--- src/rtl/rx_intf_m_axis_arbiter_if.sv ---
// rx_intf_m_axis_arbiter_if: stream sources and m_axis side of the arbiter.
// slave = arbiter; master = requesters plus the m_axis DMA channel.
interface rx_intf_m_axis_arbiter_if #(
  parameter int DW = 64,
  parameter int NW = 14
);
  logic          req0_start;
  logic          req1_start;
  logic [NW-1:0] req0_num_symbol;
  logic [NW-1:0] req1_num_symbol;
  logic [DW-1:0] req0_data;
  logic [DW-1:0] req1_data;
  logic          req0_data_valid;
  logic          req1_data_valid;
  logic          m_axis_tlast;
  logic          start_1trans_to_m_axis;
  logic [DW-1:0] data_to_m_axis_out;
  logic          data_ready_to_m_axis_out;
  logic [NW-1:0] monitor_num_dma_symbol_to_ps;
  logic          m_axis_rst;

  modport slave (
    input  req0_start, req1_start,
    input  req0_num_symbol, req1_num_symbol,
    input  req0_data, req1_data,
    input  req0_data_valid, req1_data_valid,
    input  m_axis_tlast,
    output start_1trans_to_m_axis,
    output data_to_m_axis_out,
    output data_ready_to_m_axis_out,
    output monitor_num_dma_symbol_to_ps,
    output m_axis_rst
  );

  modport master (
    output req0_start, req1_start,
    output req0_num_symbol, req1_num_symbol,
    output req0_data, req1_data,
    output req0_data_valid, req1_data_valid,
    output m_axis_tlast,
    input  start_1trans_to_m_axis,
    input  data_to_m_axis_out,
    input  data_ready_to_m_axis_out,
    input  monitor_num_dma_symbol_to_ps,
    input  m_axis_rst
  );
endinterface

--- src/rtl/rx_intf_m_axis_arbiter.sv ---
// rx_intf_m_axis_arbiter: shares the rx m_axis DMA channel between the
// wifi packet stream (req0) and the IQ capture stream (req1).
// Ports: clk, rst (async high); bus (slave modport: requests, data,
// tlast in; start pulse, data, ready, word count, m_axis_rst out);
// i_arb_mode, i_timeout_enable, i_timeout_top, i_tsf_pulse_1M in;
// o_grant, o_timeout_event, o_drop_count0/1 out.
module rx_intf_m_axis_arbiter #(
  parameter int C_M00_AXIS_TDATA_WIDTH = 64,
  parameter int MAX_BIT_NUM_DMA_SYMBOL = 14,
  parameter int TIMEOUT_WIDTH          = 13
) (
  input  logic                     clk,
  input  logic                     rst,
  rx_intf_m_axis_arbiter_if.slave  bus,
  input  logic [1:0]               i_arb_mode,
  input  logic                     i_timeout_enable,
  input  logic [TIMEOUT_WIDTH-1:0] i_timeout_top,
  input  logic                     i_tsf_pulse_1M,
  output logic [1:0]               o_grant,
  output logic                     o_timeout_event,
  output logic [7:0]               o_drop_count0,
  output logic [7:0]               o_drop_count1
);
  localparam int DW = C_M00_AXIS_TDATA_WIDTH;
  localparam int NW = MAX_BIT_NUM_DMA_SYMBOL;
  localparam int TW = TIMEOUT_WIDTH;

  typedef enum logic [1:0] {
    S_IDLE, S_START, S_STREAM, S_RECOVER
  } state_t;

  state_t        r_state, w_state_nxt;
  logic          r_pend0, r_pend1;
  logic [NW-1:0] r_num0, r_num1;
  logic [NW-1:0] r_mon, w_mon_nxt;
  logic          r_last, w_last_nxt;
  logic [TW-1:0] r_timer, w_timer_nxt, w_timer_inc;
  logic [2:0]    r_rcnt, w_rcnt_nxt;
  logic [1:0]    r_grant, w_grant_nxt;
  logic          r_start, r_mrst, r_tev, w_tev_nxt;
  logic [DW-1:0] r_data, w_src_data;
  logic          r_rdy, w_src_vld;
  logic [7:0]    r_drop0, r_drop1;
  logic          w_arb, w_win, w_clr0, w_clr1;
  logic          w_set0, w_set1, w_drop0, w_drop1;

  // w_win: 0 selects req0, 1 selects req1
  always_comb begin
    w_win = 1'b0;
    unique case (1'b1)
      (i_arb_mode == 2'd0): w_win = !r_pend0;
      (i_arb_mode == 2'd1): w_win = r_pend1;
      default: w_win = (r_pend0 && r_pend1) ? !r_last : r_pend1;
    endcase
  end

  assign w_arb  = (r_state == S_IDLE) && (i_arb_mode != 2'd3)
               && (r_pend0 || r_pend1);
  assign w_clr0 = w_arb && !w_win;
  assign w_clr1 = w_arb && w_win;

  // a slot freed by this cycle's grant may be refilled at once
  assign w_set0  = bus.req0_start && (bus.req0_num_symbol != '0)
                && (!r_pend0 || w_clr0);
  assign w_set1  = bus.req1_start && (bus.req1_num_symbol != '0)
                && (!r_pend1 || w_clr1);
  assign w_drop0 = bus.req0_start && !w_set0;
  assign w_drop1 = bus.req1_start && !w_set1;

  always_ff @(posedge clk or posedge rst) begin
    if (rst) begin
      r_pend0 <= 1'b0;
      r_pend1 <= 1'b0;
      r_num0  <= '0;
      r_num1  <= '0;
      r_drop0 <= '0;
      r_drop1 <= '0;
    end else begin
      if (w_set0) begin
        r_pend0 <= 1'b1;
        r_num0  <= bus.req0_num_symbol;
      end else if (w_clr0) begin
        r_pend0 <= 1'b0;
      end
      if (w_set1) begin
        r_pend1 <= 1'b1;
        r_num1  <= bus.req1_num_symbol;
      end else if (w_clr1) begin
        r_pend1 <= 1'b0;
      end
      if (w_drop0 && (r_drop0 != 8'hFF)) r_drop0 <= r_drop0 + 8'd1;
      if (w_drop1 && (r_drop1 != 8'hFF)) r_drop1 <= r_drop1 + 8'd1;
    end
  end

  assign w_timer_inc = (&r_timer) ? r_timer
                     : r_timer + TW'(i_tsf_pulse_1M);
  assign w_src_data  = r_grant[1] ? bus.req1_data : bus.req0_data;
  assign w_src_vld   = r_grant[1] ? bus.req1_data_valid
                                  : bus.req0_data_valid;

  always_comb begin
    w_state_nxt = r_state;
    w_grant_nxt = r_grant;
    w_mon_nxt   = r_mon;
    w_last_nxt  = r_last;
    w_timer_nxt = r_timer;
    w_rcnt_nxt  = r_rcnt;
    w_tev_nxt   = 1'b0;
    unique case (r_state)
      S_IDLE: begin
        w_grant_nxt = 2'b00;
        if (w_arb) begin
          w_grant_nxt = w_win ? 2'b10 : 2'b01;
          w_mon_nxt   = w_win ? r_num1 : r_num0;
          w_last_nxt  = w_win;
          w_state_nxt = S_START;
        end
      end
      S_START: begin
        w_timer_nxt = '0;
        w_state_nxt = S_STREAM;
      end
      S_STREAM: begin
        if (bus.m_axis_tlast) begin
          w_grant_nxt = 2'b00;
          w_state_nxt = S_IDLE;
        end else begin
          w_timer_nxt = w_timer_inc;
          if (i_timeout_enable && (r_timer > i_timeout_top)) begin
            w_tev_nxt   = 1'b1;
            w_grant_nxt = 2'b00;
            w_mon_nxt   = '0;
            w_rcnt_nxt  = '0;
            w_state_nxt = S_RECOVER;
          end
        end
      end
      default: begin
        if (r_rcnt == 3'd7) w_state_nxt = S_IDLE;
        else                w_rcnt_nxt  = r_rcnt + 3'd1;
      end
    endcase
  end

  always_ff @(posedge clk or posedge rst) begin
    if (rst) begin
      r_state <= S_IDLE;
      r_grant <= 2'b00;
      r_mon   <= '0;
      r_last  <= 1'b1;
      r_timer <= '0;
      r_rcnt  <= '0;
      r_tev   <= 1'b0;
      r_start <= 1'b0;
      r_mrst  <= 1'b0;
      r_data  <= '0;
      r_rdy   <= 1'b0;
    end else begin
      r_state <= w_state_nxt;
      r_grant <= w_grant_nxt;
      r_mon   <= w_mon_nxt;
      r_last  <= w_last_nxt;
      r_timer <= w_timer_nxt;
      r_rcnt  <= w_rcnt_nxt;
      r_tev   <= w_tev_nxt;
      r_start <= (w_state_nxt == S_START);
      r_mrst  <= (w_state_nxt == S_RECOVER);
      r_data  <= (r_state == S_STREAM) ? w_src_data : '0;
      r_rdy   <= (r_state == S_STREAM) && w_src_vld;
    end
  end

  assign bus.start_1trans_to_m_axis       = r_start;
  assign bus.data_to_m_axis_out           = r_data;
  assign bus.data_ready_to_m_axis_out     = r_rdy;
  assign bus.monitor_num_dma_symbol_to_ps = r_mon;
  assign bus.m_axis_rst                   = r_mrst;
  assign o_grant         = r_grant;
  assign o_timeout_event = r_tev;
  assign o_drop_count0   = r_drop0;
  assign o_drop_count1   = r_drop1;
endmodule

--- src/flat_wrapper.sv ---
// flat-port wrapper written by rule: the top's interface ports become plain ports
module rx_intf_m_axis_arbiter_flat 
#(
  parameter int C_M00_AXIS_TDATA_WIDTH = 64,
  parameter int MAX_BIT_NUM_DMA_SYMBOL = 14,
  parameter int TIMEOUT_WIDTH          = 13
)
  (clk, rst, i_arb_mode, i_timeout_enable, i_timeout_top, i_tsf_pulse_1M, o_grant, o_timeout_event, o_drop_count0, o_drop_count1, bus_req0_start, bus_req1_start, bus_req0_num_symbol, bus_req1_num_symbol, bus_req0_data, bus_req1_data, bus_req0_data_valid, bus_req1_data_valid, bus_m_axis_tlast, bus_start_1trans_to_m_axis, bus_data_to_m_axis_out, bus_data_ready_to_m_axis_out, bus_monitor_num_dma_symbol_to_ps, bus_m_axis_rst);
  rx_intf_m_axis_arbiter_if #(.DW((64)), .NW((14))) bus_i ();
  input  logic clk;
  input  logic rst;
  input  logic [1:0] i_arb_mode;
  input  logic i_timeout_enable;
  input  logic [TIMEOUT_WIDTH-1:0] i_timeout_top;
  input  logic i_tsf_pulse_1M;
  output logic [1:0] o_grant;
  output logic o_timeout_event;
  output logic [7:0] o_drop_count0;
  output logic [7:0] o_drop_count1;
  input wire logic [$bits(bus_i.req0_start)-1:0] bus_req0_start;
  input wire logic [$bits(bus_i.req1_start)-1:0] bus_req1_start;
  input wire logic [$bits(bus_i.req0_num_symbol)-1:0] bus_req0_num_symbol;
  input wire logic [$bits(bus_i.req1_num_symbol)-1:0] bus_req1_num_symbol;
  input wire logic [$bits(bus_i.req0_data)-1:0] bus_req0_data;
  input wire logic [$bits(bus_i.req1_data)-1:0] bus_req1_data;
  input wire logic [$bits(bus_i.req0_data_valid)-1:0] bus_req0_data_valid;
  input wire logic [$bits(bus_i.req1_data_valid)-1:0] bus_req1_data_valid;
  input wire logic [$bits(bus_i.m_axis_tlast)-1:0] bus_m_axis_tlast;
  output wire logic [$bits(bus_i.start_1trans_to_m_axis)-1:0] bus_start_1trans_to_m_axis;
  output wire logic [$bits(bus_i.data_to_m_axis_out)-1:0] bus_data_to_m_axis_out;
  output wire logic [$bits(bus_i.data_ready_to_m_axis_out)-1:0] bus_data_ready_to_m_axis_out;
  output wire logic [$bits(bus_i.monitor_num_dma_symbol_to_ps)-1:0] bus_monitor_num_dma_symbol_to_ps;
  output wire logic [$bits(bus_i.m_axis_rst)-1:0] bus_m_axis_rst;
  assign bus_i.req0_start = bus_req0_start;
  assign bus_i.req1_start = bus_req1_start;
  assign bus_i.req0_num_symbol = bus_req0_num_symbol;
  assign bus_i.req1_num_symbol = bus_req1_num_symbol;
  assign bus_i.req0_data = bus_req0_data;
  assign bus_i.req1_data = bus_req1_data;
  assign bus_i.req0_data_valid = bus_req0_data_valid;
  assign bus_i.req1_data_valid = bus_req1_data_valid;
  assign bus_i.m_axis_tlast = bus_m_axis_tlast;
  assign bus_start_1trans_to_m_axis = bus_i.start_1trans_to_m_axis;
  assign bus_data_to_m_axis_out = bus_i.data_to_m_axis_out;
  assign bus_data_ready_to_m_axis_out = bus_i.data_ready_to_m_axis_out;
  assign bus_monitor_num_dma_symbol_to_ps = bus_i.monitor_num_dma_symbol_to_ps;
  assign bus_m_axis_rst = bus_i.m_axis_rst;
  rx_intf_m_axis_arbiter #(.C_M00_AXIS_TDATA_WIDTH(C_M00_AXIS_TDATA_WIDTH), .MAX_BIT_NUM_DMA_SYMBOL(MAX_BIT_NUM_DMA_SYMBOL), .TIMEOUT_WIDTH(TIMEOUT_WIDTH)) u_core (.clk(clk), .rst(rst), .bus(bus_i), .i_arb_mode(i_arb_mode), .i_timeout_enable(i_timeout_enable), .i_timeout_top(i_timeout_top), .i_tsf_pulse_1M(i_tsf_pulse_1M), .o_grant(o_grant), .o_timeout_event(o_timeout_event), .o_drop_count0(o_drop_count0), .o_drop_count1(o_drop_count1));
endmodule
--- config.mk ---
export PLATFORM = sky130hd
export DESIGN_NAME = rx_intf_m_axis_arbiter_flat
export DESIGN_NICKNAME = d
export VERILOG_FILES = /design/src/rtl/rx_intf_m_axis_arbiter_if.sv /design/src/rtl/rx_intf_m_axis_arbiter.sv /design/src/flat_wrapper.sv
export SDC_FILE = /design/constraint.sdc
export NUM_CORES = 1
export LEC_CHECK = 0
export BUFFER_PORTS_ARGS = -buffer_cell sky130_fd_sc_hd__buf_2
export CAP_MARGIN = 25
export CORE_AREA = 2 2 123 125
export DETAILED_ROUTE_END_ITERATION = 8
export DIE_AREA = 0 0 125 127
export MAX_ROUTING_LAYER = met4
export PLACE_DENSITY = 0.9
export RECOVER_POWER = 50
export SYNTH_ARGS = -nofsm -noshare
export SYNTH_HDL_FRONTEND = slang
export SYNTH_SLANG_ARGS = --single-unit
export TNS_END_PERCENT = 20
--- constraint.sdc ---
create_clock -name clk -period 7.2 [get_ports clk]
set_input_delay 1.44 -clock clk [delete_from_list [all_inputs] [get_ports clk]]
set_output_delay 1.44 -clock clk [all_outputs]
set_load 0.01 [all_outputs]
== Yosys cells after proc, flatten, opt, wreduce, memory -nomap -nowiden ==
Index checks and enable logic that the tools add are counted.

* ROM bits: 0
* Logic and storage cells: 111
* Memories: 0
* RAM bits: 0
* Flip-flop bits (word level): 149
* Latch bits: 0

* Multiply operators: 0
* Equality and inequality tests: 15
* Bitwise operators: 1
* Reductions and logical operators: 39
* Muxes and demuxes: 34
* Shifts and indexed selects: 0
* $lt $le $gt $ge: 1
* Divide/modulo/power cells: 0
* Add/subtract/negate cells: 4

{| class="wikitable"
|+ Operator list
! cell !! number
|-
| two-way mux 64 bit || 2
|-
| two-way mux 14 bit || 4
|-
| one-hot mux 14 bit (2 select lines) || 1
|-
| nonzero test 14 bit || 2
|-
| two-way mux 13 bit || 2
|-
| one-hot mux 13 bit (2 select lines) || 1
|-
| adder 8 x 1 -> 8 bit (second input constant) || 2
|-
| two-way mux 2 bit || 8
|-
| != test 8 bit (second input constant) || 2
|-
| logical AND 1 bit || 15
|-
| adder 13 x 1 -> 13 bit || 1
|-
| greater-than comparator 13 bit || 1
|-
| AND reduction 13 bit || 1
|-
| two-way mux 1 bit || 9
|-
| two-way mux 3 bit || 3
|-
| != test 2 bit (second input constant) || 4
|-
| AND reduction 4 bit || 2
|-
| nonzero test 2 bit || 4
|-
| == test 2 x 1 -> 1 bit (second input constant) || 3
|-
| zero test 1 bit || 6
|-
| one-hot mux 2 bit (3 select lines) || 1
|-
| one-hot mux 3 bit (2 select lines) || 1
|-
| == test 2 bit (second input constant) || 2
|-
| zero test 2 bit || 2
|-
| 11 further kinds || 15
|}

== Longest topological paths before layout ==
* Word-level depth: 10
* Depth in mapped cells: 8
* Mapped depth without buffers: 7

== Worst setup path before layout ==
Ideal clock, no wire load.

* Kind: input to register
* From: in i_timeout_top[11]
* To: reg u_core.r_grant[1], in the netlist u_core.o_grant[1]
* Path slack: 4079 ps
* Path buffers: 1
* Stages on the path: 8
* Arrival: 2986 ps
* Library setup time: 135 ps
* Path through: inv_1 -> ha_1 -> nand4_1 -> or3_1 -> a31o_2 -> a31oi_1 -> buf_2 -> o211ai_1

* Cells in the longest elaborated chain, start to end: 4

{| class="wikitable"
|+ Ends and longest elaborated chain
! element !! RTL line !! text
|-
| start: declaration || flat_wrapper.sv:14 || <nowiki>input logic [TIMEOUT_WIDTH-1:0] i_timeout_top;</nowiki>
|-
| greater-than comparator 13 bit || rx_intf_m_axis_arbiter.sv:130 || <nowiki>if (i_timeout_enable && (r_timer > i_timeout_top)) begin</nowiki>
|-
| logical AND 1 bit || rx_intf_m_axis_arbiter.sv:130 ||
|-
| != test 3 x 2 -> 1 bit (no source line) || -- ||
|-
| AND reduction 2 bit (no source line) || -- ||
|-
| end signal: assignment || rx_intf_m_axis_arbiter.sv:161 || <nowiki>r_grant <= w_grant_nxt;</nowiki>
|-
| end: declaration || rx_intf_m_axis_arbiter.sv:39 || <nowiki>logic [1:0] r_grant, w_grant_nxt;</nowiki>
|}

No other way between the ends.
A chain may end at the register's enable or synchronous reset.

==> run metrics <==
status finished, violations left; failing checks max-capacitance violations, max-slew violations; RSZ-0062 raised after global routing no; post-CTS sizing 0; setup TNS 0 ns; TritonRoute pass-1 iters 4; Num CTS Buffers 17; Synth Register Bits between 100 and 150; worst-skew pair later-pin latency 0.41 ns; design area around 0.009 sq mm; Synth Warn # 0; Final ANT Viol Nets 0; largest net degree at the start of global routing 77; Synth Flop Type dfrtp_1; Buffers on Ports 279; Pleak 4.52 nW; Filler cells 1202; Total Power around 3.5 mW; CP Launch Type primary input; HP Class reg2reg; P&R area growth vs syn 29.6%; TritonCTS clock tree done; ANT cells 0; launch point of the worst hold path u_core.r_last; crit path kind in2async; initial DRC count 302; NumNets Final 1087; fmax 248 MHz; fin util 62.8%; launch point of the worst path rst; CTS clk-pin slew, worst paths 0.06 ns; Detailed Place HPWL 13900 um; R2R depth 3; Die X roughly 130 um; Max H-tree Level 4; Core ar. 0.0144 sq mm; P per Cell Area around 400 mW/mm^2; CP arrival around 4.4 ns; Vias roughly 5700; share of cells above drive strength 1 34.4%; Tmin final 4.03 ns; grt ovf 0; Distinct cells, synth 56; ys async rst share 100%; IO Count 280; Worst-Margin Slew 3.26 ns; worst path required time about 7.5 ns; first-pass GRT wire length between 20000 and 30000 um; Final Cycle Share 56.0%; Final Max Tran Viols 145; # hold bufs at CTS 0; total global-route track usage 23.6%; drt wl/cell 16.9 um; Slew HR -118%; number of global-route vias before repair 5646; antenna violations before repair 0; Max Cap Viol 2; chip height approximately 130 um; final hold violations 0; DRC 0; postcts setup bufs 0; most common library cell in the layout ignoring fill and taps buf_2; Avg Cell Area, Syn 11.4 sq um; initial core utilization about half; EDFF count, synth 0; total wire length approximately 18000 um; GP Congestion 0.897; count of final setup violators 0; peak supply drop roughly 0.23 mV; CTS Root Cell clkbuf_16; Num Clock Sinks 149; skew final 0.0104 ns; Worst Path Max Fanout 76; commonest non-fill, non-tap cells in the layout 225 x buf_2, 147 x dfrtp_1, 86 x mux2i_1; dpl cell area 0.00854 sq mm; Syn Nets 812; Syn Inst Count between 600 and 700; clk buf depth 2; row count 44; R2R Path Start u_core.r_state[0]; mapped cell area 0.00700 sq mm; post-synthesis sequential area ratio 53.3%; via/cell ratio roughly 5.3; die footprint roughly 0.016 sq mm; hold path cells 2; Crit. End Element async pin
-- final timing paths --
check / slack [ns] / to
setup / recovery: 3.17 / u_core.o_grant[1]
min in group asynchronous: 1.96 / u_core.r_timer[3]
hold / removal: 0.48 / u_core.r_last
max in group clk: 3.83 / u_core.bus.data_to_m_axis_out[36]
hold reg to reg: 0.48 / u_core.r_last
setup reg to reg: 3.83 / u_core.bus.data_to_m_axis_out[36]
-- sequential cells by signal, indices dropped and copies added (netlist names), 2 cells and up --
| signal | flops |
|---|---|
| u_core.bus.data_to_m_axis_out | 64 |
| u_core.bus.monitor_num_dma_symbol_to_ps | 14 |
| u_core.r_num0 | 14 |
| u_core.r_num1 | 14 |
| u_core.r_timer | 13 |
| u_core.o_drop_count0 | 8 |
| u_core.o_drop_count1 | 8 |
| u_core.r_rcnt | 3 |
| u_core.o_grant | 2 |
| u_core.r_state | 2 |
-- metal layers --
| layer | track usage [%] | share of wire, % | wire length (um) | vias to the layer above |
|---|---|---|---|---|
| li1 | - | - | - | 2720 |
| met1 | 28.9 | 42 | 7690 | 2768 |
| met2 | 39.5 | 51 | 9330 | 188 |
| met3 | 6.57 | 6.1 | 1120 | 22 |
| met4 | 5.49 | 1.4 | 255 | 0 |
| met5 | - | 0 | 0 | - |
-- per-stage QoR --
| step | std cells | worst slack (ns) | hold slack, ns |
|---|---|---|---|
| after floorplan | 613 | 1.75 | 0.452 |
| after global placement | 1052 | 3.78 | 0.469 |
| after detailed placement | 1052 | 3.69 | 0.478 |
| after CTS | 1084 | 4.13 | 0.488 |
| after global routing | 1085 | 2.42 | 0.518 |
| final | 1085 | 3.17 | 0.485 |
-- where the power goes --
part | total (mW) | switching (mW) | internal, mW
logic | 1.27 | 0.700 | 0.566
registers | 1.38 | 0.234 | 1.15
clock network | 0.877 | 0.353 | 0.524
-- cells in the mapped netlist (all sizes together), types with 2 or more instances --
cell,n,share of area (%)
nor4,7,0.63
nand4,10,0.89
mux2,29,4.7
or3,3,0.27
nor3,4,0.29
a31oi,5,0.45
xor2,12,1.5
a221oi,8,1.9
nand2,45,2.4
nor2b,3,0.27
xnor2,7,0.88
buf,15,1.1
or3b,2,0.25
dfrtp,148,53
inv,15,0.80
and2,3,0.27
nand3,17,1.3
o2111ai,4,0.50
nor2,82,4.4
mux2i,86,12
clkbuf,13,0.70
a21oi,8,0.63
and4,2,0.25
o21a,3,0.32
o21bai,7,0.75
nand2b,6,0.54
and3,9,0.80
o21ai,18,1.3
ha,19,3.4
o211ai,5,0.54
-- worst max-delay path: stages --
cell and delay, ns:
clkbuf_1 0.08, clkinvlp_2 1.83, buf_4 0.98
-- layout make-up --
| type | instances | area, sq um | share of cell area, % |
|---|---|---|---|
| clock buffers | 19 | 443 | 4.89 |
| clock inverters | 13 | 146 | 1.61 |
| inverters | 16 | 61.3 | 0.676 |
| multi-input cells | 420 | 3090 | 34.1 |
| flip-flops and latches | 149 | 3730 | 41.2 |
| well taps | 184 | 230 | 2.54 |
| repair buffers | 284 | 1360 | 15.0 |
-- logic make-up after synthesis --
logic type,count (synthesis),synth area share [%]
DFF,149,53.3
adders and majority gates,19,3.40
muxes,115,17.0
and+or+nand+nor,198,13.1
xor gates and xnor gates,19,2.38
AOI/OAI and AO/OA,69,8.14
buffers and inverters,44,2.68
No activity file was read; power rests on OpenSTA's default activity.
